## config.mk

```make
export PLATFORM = sky130hd
export DESIGN_NAME = count_seg7_display
export DESIGN_NICKNAME = d
export VERILOG_FILES = /design/src/rtl/count_seg7_display.sv
export SDC_FILE = /design/constraint.sdc
export NUM_CORES = 1
export LEC_CHECK = 0
export CAP_MARGIN = 20
export CORE_ASPECT_RATIO = 1.5
export CORE_MARGIN = 5
export CORE_UTILIZATION = 53
export CTS_CLUSTER_DIAMETER = 120
export CTS_CLUSTER_SIZE = 25
export DETAILED_ROUTE_END_ITERATION = 12
export GPL_TIMING_DRIVEN = 0
export PLACE_DENSITY = 0.86
export REMOVE_ABC_BUFFERS = 1
export SKIP_CTS_REPAIR_TIMING = 1
export SYNTH_ARGS = -nofsm -noshare
export SYNTH_HDL_FRONTEND = slang
export SYNTH_SLANG_ARGS = --single-unit
export TNS_END_PERCENT = 30
```

## constraint.sdc

```tcl
create_clock -name clk -period 2.3 [get_ports clk]
set_input_delay 0.46 -clock clk [delete_from_list [all_inputs] [get_ports clk]]
set_output_delay 0.46 -clock clk [all_outputs]
set_load 0.03 [all_outputs]
```

## src/rtl/count_seg7_display.sv

```systemverilog
// count_seg7_display: converts an 8-bit count to BCD with a sequential
// shift-add-3 engine and time-multiplexes three digits onto a common-anode display.
module count_seg7_display #(
   parameter int REFRESH_DIV = 100000,
   parameter bit BLANK_LZ    = 1'b1
) (
   input  logic       clk,
   input  logic       rst,
   input  logic [7:0] value,
   output logic [3:0] an,
   output logic [6:0] seg,
   output logic       dp,
   output logic       busy
);
   localparam int CW = $clog2(REFRESH_DIV);
   localparam logic [CW-1:0] TERM = CW'(REFRESH_DIV - 1);

   typedef enum logic [1:0] {IDLE, CONV, DONE} state_t;

   state_t        state_q, state_d;
   logic [7:0]    last_q, last_d;
   logic [7:0]    bin_q, bin_d;
   logic [9:0]    bcd_q, bcd_d;
   logic [2:0]    iter_q, iter_d;
   logic          busy_q, busy_d;
   logic [9:0]    shown_q, shown_d;
   logic [CW-1:0] cnt_q, cnt_d;
   logic [1:0]    slot_q, slot_d;
   logic [3:0]    an_q, an_d;
   logic [6:0]    seg_q, seg_d;
   logic [9:0]    adj;
   logic [3:0]    digit;
   logic          blank;

   function automatic logic [3:0] add3(input logic [3:0] n);
      return n >= 4'd5 ? n + 4'd3 : n;
   endfunction

   function automatic logic [6:0] seg_code(input logic [3:0] d);
      case (d)
         4'd0:    return 7'b1000000;
         4'd1:    return 7'b1111001;
         4'd2:    return 7'b0100100;
         4'd3:    return 7'b0110000;
         4'd4:    return 7'b0011001;
         4'd5:    return 7'b0010010;
         4'd6:    return 7'b0000010;
         4'd7:    return 7'b1111000;
         4'd8:    return 7'b0000000;
         4'd9:    return 7'b0010000;
         default: return 7'b1111111;
      endcase
   endfunction

   // Hundreds never exceeds 2 while shifting, so it needs no correction.
   always_comb begin
      state_d = state_q;
      last_d  = last_q;
      bin_d   = bin_q;
      bcd_d   = bcd_q;
      iter_d  = iter_q;
      busy_d  = busy_q;
      shown_d = shown_q;
      adj     = {bcd_q[9:8], add3(bcd_q[7:4]), add3(bcd_q[3:0])};
      case (state_q)
         IDLE: if (value != last_q) begin
            bin_d   = value;
            last_d  = value;
            bcd_d   = '0;
            iter_d  = '0;
            busy_d  = 1'b1;
            state_d = CONV;
         end
         CONV: begin
            {bcd_d, bin_d} = {adj, bin_q} << 1;
            iter_d         = iter_q + 3'd1;
            state_d        = iter_q == 3'd7 ? DONE : CONV;
         end
         DONE: begin
            shown_d = bcd_q;
            busy_d  = 1'b0;
            state_d = IDLE;
         end
         default: state_d = IDLE;
      endcase
   end

   always_comb begin
      cnt_d  = cnt_q == TERM ? '0 : cnt_q + 1'b1;
      slot_d = cnt_q == TERM ? slot_q + 2'd1 : slot_q;
      digit  = slot_q == 2'd0 ? shown_q[3:0] :
               slot_q == 2'd1 ? shown_q[7:4] : {2'b00, shown_q[9:8]};
      blank  = slot_q == 2'd3 ||
               (BLANK_LZ && ((slot_q == 2'd2 && shown_q[9:8] == 2'd0) ||
                             (slot_q == 2'd1 && shown_q[9:4] == 6'd0)));
      an_d   = blank ? 4'b1111 : ~(4'b0001 << slot_q);
      seg_d  = blank ? 7'b1111111 : seg_code(digit);
   end

   always_ff @(posedge clk or posedge rst) begin
      if (rst) begin
         state_q <= IDLE;
         last_q  <= '0;
         bin_q   <= '0;
         bcd_q   <= '0;
         iter_q  <= '0;
         busy_q  <= 1'b0;
         shown_q <= '0;
         cnt_q   <= '0;
         slot_q  <= '0;
         an_q    <= 4'b1111;
         seg_q   <= 7'b1111111;
      end else begin
         state_q <= state_d;
         last_q  <= last_d;
         bin_q   <= bin_d;
         bcd_q   <= bcd_d;
         iter_q  <= iter_d;
         busy_q  <= busy_d;
         shown_q <= shown_d;
         cnt_q   <= cnt_d;
         slot_q  <= slot_d;
         an_q    <= an_d;
         seg_q   <= seg_d;
      end
   end

   assign an   = an_q;
   assign seg  = seg_q;
   assign dp   = 1'b1;
   assign busy = busy_q;
endmodule

```

# Word level (Yosys, flattened, before mapping)
# Memory sizes are Yosys's and may differ from the RTL's.
# Index checks and enable logic that the tools add are counted.
# totals
reg_bits,72
rom_bits,112
input_bits,10
output_inout_bits,13
elab_cells,61
memories,1
# classes
addsub,5
magnitude_cmp,2
n_eq_ne,9
shift,1
n_mux,18
bitwise,1
reduce_logical,13
# mem_list
name,depth,width,read_ports,rd_clocked_by_memory_dff,wr,line_no,rtl
(no name shown),16,7,1,0,0,40,case (d)
# op_table
operator,n
two-way mux 4 bit,5
one-hot mux 10 bit (2 select lines),1
"adder 17 x 1 -> 17 bit, second input constant",1
"== test 17 bit, second input constant",1
two-way mux 17 bit,1
one-hot mux 8 bit (2 select lines),1
two-way mux 10 bit,1
"adder 4 x 2 -> 4 bit, second input constant",2
"greater-or-equal comparator 4 x 3 -> 1 bit, second input constant",2
two-way mux 8 bit,1
inequality test 8 bit,1
two-way mux 7 bit,1
"== test 2 bit, second input constant",3
logical NOT 2 bit,3
logical NOT 6 bit,1
one-hot mux 3 bit (2 select lines),1
AND reduction 2 bit,3
"== test 2 x 1 -> 1 bit, second input constant",2
two-way mux 2 bit,2
inverter 4 bit,1
one-hot mux 2 bit (2 select lines),1
nonzero test 2 bit,2
"<< shifter 1 x 2 -> 4 bit, first input constant",1
"adder 3 x 1 -> 3 bit, second input constant",1
8 further kinds,10

# Longest topological paths before layout
# depth
depth_word,5
ltp_mapped,10
ltp_nobuf,9

# Worst setup path before layout
# Ideal clock, no wire load.
# synth_timing
path_type,register to register
startpoint,register slot_q[1]
endpoint,"register seg_q[3], in the netlist seg[3]"
setup_time_ns,0.064
t_arrival_ns,1.770
required_ns,2.236
setup_slack_ns,0.466
path_stages_with_launch,11
n_path_buf,1
synth_period_minus_slack_ns,1.834
path_cell_list,dfrtp_1 > inv_1 > ha_1 > buf_2 > mux2i_1 > o21a_1 > inv_1 > ha_1 > a21oi_1 > o22ai_1 > nand3_1
# synth_via
elab_chain_len,5
elab_cells_between_ends,12
classes_between,3 x eq/ne; 3 x mux; 5 x reduce/logical; 1 x memory
# synth_lines
element,line_no,rtl
start: declaration,28,"logic [1:0] slot_q, slot_d;"
start signal: assignment,122,slot_q <= slot_d;
== test 2 x 1 -> 1 bit or == test 2 bit (tied branches),"92, 95, 94",
two-way mux 4 bit (tied with other cells),92,"slot_q == 2'd1 ? shown_q[7:4] : {2'b00, shown_q[9:8]};"
two-way mux 4 bit or logical OR 1 bit (tied branches),"91, 94",
memory (16 x 7 bit) or logical OR 1 bit (tied branches),n/a,
two-way mux 7 bit (*),97,seg_d = blank ? 7'b1111111 : seg_code(digit);
via seg_d[3],30,"logic [6:0] seg_q, seg_d;"
end signal: assignment,124,seg_q <= seg_d;
end: declaration,30,
# The timed path passes the listed nets; every way through them passes the cells marked *.
# A chain may end at the register's enable or synchronous reset.

# Final worst setup path
# layout_timing
startpoint,input port value[4]
endpoint,register last_q[4]
# layout_via
elab_chain_len,2
# layout_lines
element,line_no,rtl
start: declaration,9,"input logic [7:0] value,"
inequality test 8 bit,66,IDLE: if (value != last_q) begin
AND reduction 2 bit (no source line),n/a,
end signal: assignment,115,last_q <= last_d;
end: declaration,21,"logic [7:0] last_q, last_d;"
# Several ways; a longest one is shown, not always the timed one.

==> metrics.txt <==
status=finished clean; Lkg Pwr=1.68 nW; R2R Path Start=slot_q[1]; Pwr Total=4.63 mW; slowest CP cell=o21a_1; Setup crit end kind=flip-flop; CP cell instances=clkdlybuf4s50_1 > xnor2_1 > nand4_1 > o21a_1 > mux2_2; worst reg-to-reg path cell count=9; Crit path max-delay family=compound AO/OA/AOI/OAI gates; CP Launch Type=input pin; CP peak stage delay=0.67 ns; die area=roughly 8300 sq um; antenna violations before repair=0; largest net degree at the start of global routing=73; Global Route Usage Sum=0.164; # port buffers=21; top-area cell type share of the netlist area=0.442; main combinational cell family by area after synthesis=simple AND/OR/NAND/NOR gates; Yosys top cell by area=dfrtp_1; number of synthesis warnings=0; Req. time, crit path=about 2.5 ns; fin crit period=approximately 2.1 ns; setup violators final=0; hold path startpoint=cnt_q[0]; drt total wl=just over 6000 um; Worst-path clk slew=around 0.07 ns; Sink Count=72; initial core utilization=0.537; MaxCap Viol Count=0; number of buffers created by CTS=9; Crit Path Category=in -> reg; GRT overflow=0; CTS tree=done; routed via count=roughly 2,400; nets@finish=359; Yosys reg bits=72; Post-Synth XOR/XNOR Area=0.0608; clk root buf=clkbuf_8; H-Tree Level Count=3; syn_area_per_cell=~11 sq um; io pins=23; n_diodes=0; CP bufs+invs=1; end of the worst register-to-register path=seg[3]; Sum Neg Setup Slack=0 ns; Critical Path Fanout Max=22; Max Slew Vio Count=0; Max-slew headroom=0.389; share of synthesized registers carrying an async set or reset=1.00; post-synthesis sequential area ratio=0.525; Yosys cell types=43; Adder-Cell Fraction of Synth Area=0.0471; die height=~110 um; top cells by instance count after synthesis=dfrtp_1 (61), nand2_1 (28), mux2_2 (22); worst reg2reg setup slack=~0.16 ns; area grow syn2layout=13.4%; worst-margin pin slew=around 0.92 ns; Layout Skew=around 0.007 ns; synth top area cells=dfrtp_1 (44%), dfstp_2 (8.4%), mux2_2 (7.2%); number of global-route vias before repair=2,481; HPWL after detailed placement=between 4000 and 5000 um; DIE WIDTH=75.9 um; simple logic cell fraction of the synthesized area=0.145; worst hold stages=1; Cells after Synth=312; detailed-router iteration count before antenna repair=4; Hold Path Sink=cnt_q[0]; Tcrit/Tclk final=0.933; clk_lat worst skew=about 0.34 ns; critical path arrival=2.38 ns; clk buf depth=2; post-DR vias/cell=approximately 5.7; initial DRC count=between 100 and 150; Final Hold Vio Count=0; Netlist Area Pre-Place=3460 sq um; Synth Area in Compound Gates=0.111; first-pass GRT wire length=~11,000 um; Top FF cell, synth=dfrtp_1; row cnt=36; antenna viol nets, final=0; GP Congestion=about 0.86; pwr/cell area=between 1000 and 1500 nW/um^2; most common cell in the netlist=dfrtp_1; maximum vdd drop=approximately 0.81 mV; RSZ-0062 raised after global routing=false; worst min path class=reg -> reg; ratio of cells with drive above 1 in the final layout=0.158; FMAX=roughly 470 MHz; post-route DRC violation count=0; count of flip-flops with a built-in enable after synthesis=0; CORE AREA=between 6000 and 7000 sq um; drt wl/cell=around 15 um; post-synthesis mux area share=0.0803
final cells by class:
class                           instances  area (sq um)
Sequential cell                        72          1820
Multi-Input combinational cell        219          1550
Inverter                               13          51.3
Tap cell                               76          95.1
Fill cell                             512          2520
Timing Repair Buffer                   21           210
Clock inverter                          3          40.0
Clock buffer                           13           159
per-layer routing:
| metal | GRT usage | share of wire | wire length, um | vias up |
|---|---|---|---|---|
| li1 | - | - | - | 1151 |
| met1 | 0.182 | 0.40 | 2500 | 1170 |
| met2 | 0.288 | 0.53 | 3300 | 47 |
| met3 | 0.0388 | 0.038 | 238 | 14 |
| met4 | 0.0929 | 0.024 | 151 | 0 |
| met5 | 0 | 0 | 0 | - |
sequential cells by signal, summed over array words and instances, names as in the netlist:
register and cells:
cnt_q 17, bcd_q 10, shown_q 10, bin_q 8
last_q 8, seg 7, an 4, iter_q 3
slot_q 2, state_q 2, busy 1
cells in the final DEF, fill, tap and decap left out, drive strengths merged, types with 7 or more instances in the layout:
master	n
nand4	7
mux2	22
xnor2	20
ha	13
dfrtp	61
o21ai	18
a221o	7
inv	13
and2	8
dfstp	11
o22ai	7
clkbuf	13
nor2	19
nand2	28
nand3	9
clkdlybuf4s50	21
a21oi	10
report_power, final:
part	leakage, nW	total (mW)	switching (mW)	internal [mW]
clock network	0.103	1.01	0.453	0.558
registers	0.886	1.99	0.283	1.71
logic	0.688	1.63	0.858	0.776
total	1.68	4.63	1.59	3.04
stage by stage:
step	hold slack [ns]	setup WS, ns	cell area, sq um	util	cells
after floorplan	0.450	0.0333	3410	-	304
after global placement	0.469	-1.04	3720	0.577	401
after detailed placement	0.476	-0.168	3720	0.577	401
after CTS	0.491	0.0848	3920	0.608	417
after global routing	0.526	0.0520	3920	0.609	417
final	0.487	0.155	3920	0.609	417
cells by family (layout without fill, tap and decap cells):
group,after synthesis,count (layout)
muxes,25,25
other,1,2
DFF,72,72
and+or+nand+nor,97,97
xor gates and xnor gates,24,24
AOI/OAI and AO/OA,58,58
adders and majority gates,13,13
buffers and inverters,22,50
worst max path at each step:
stage / from / cells past startpoint / slack (ns) / to
2_1_floorplan: rst / 1 / 0.03 / bcd_q[0]
3_3_place_gp: rst / 2 / -1.04 / shown_q[1]
3_5_place_dp: value[7] / 5 / -0.17 / last_q[7]
4_1_cts: slot_q[1] / 9 / 0.08 / seg[3]
5_1_grt: slot_q[1] / 9 / 0.05 / seg[3]
6_report: value[4] / 5 / 0.15 / last_q[4]
worst reg2reg max path, cell delays in order (launching register included):
cell and delay [ns]:
dfrtp_1 0.42, inv_1 0.14, ha_2 0.30, mux2i_1 0.29
o21a_1 0.19, inv_1 0.11, ha_1 0.32, a21oi_1 0.12
o22ai_1 0.08, nand3_1 0.11
Power figures use the tool's default switching activity.
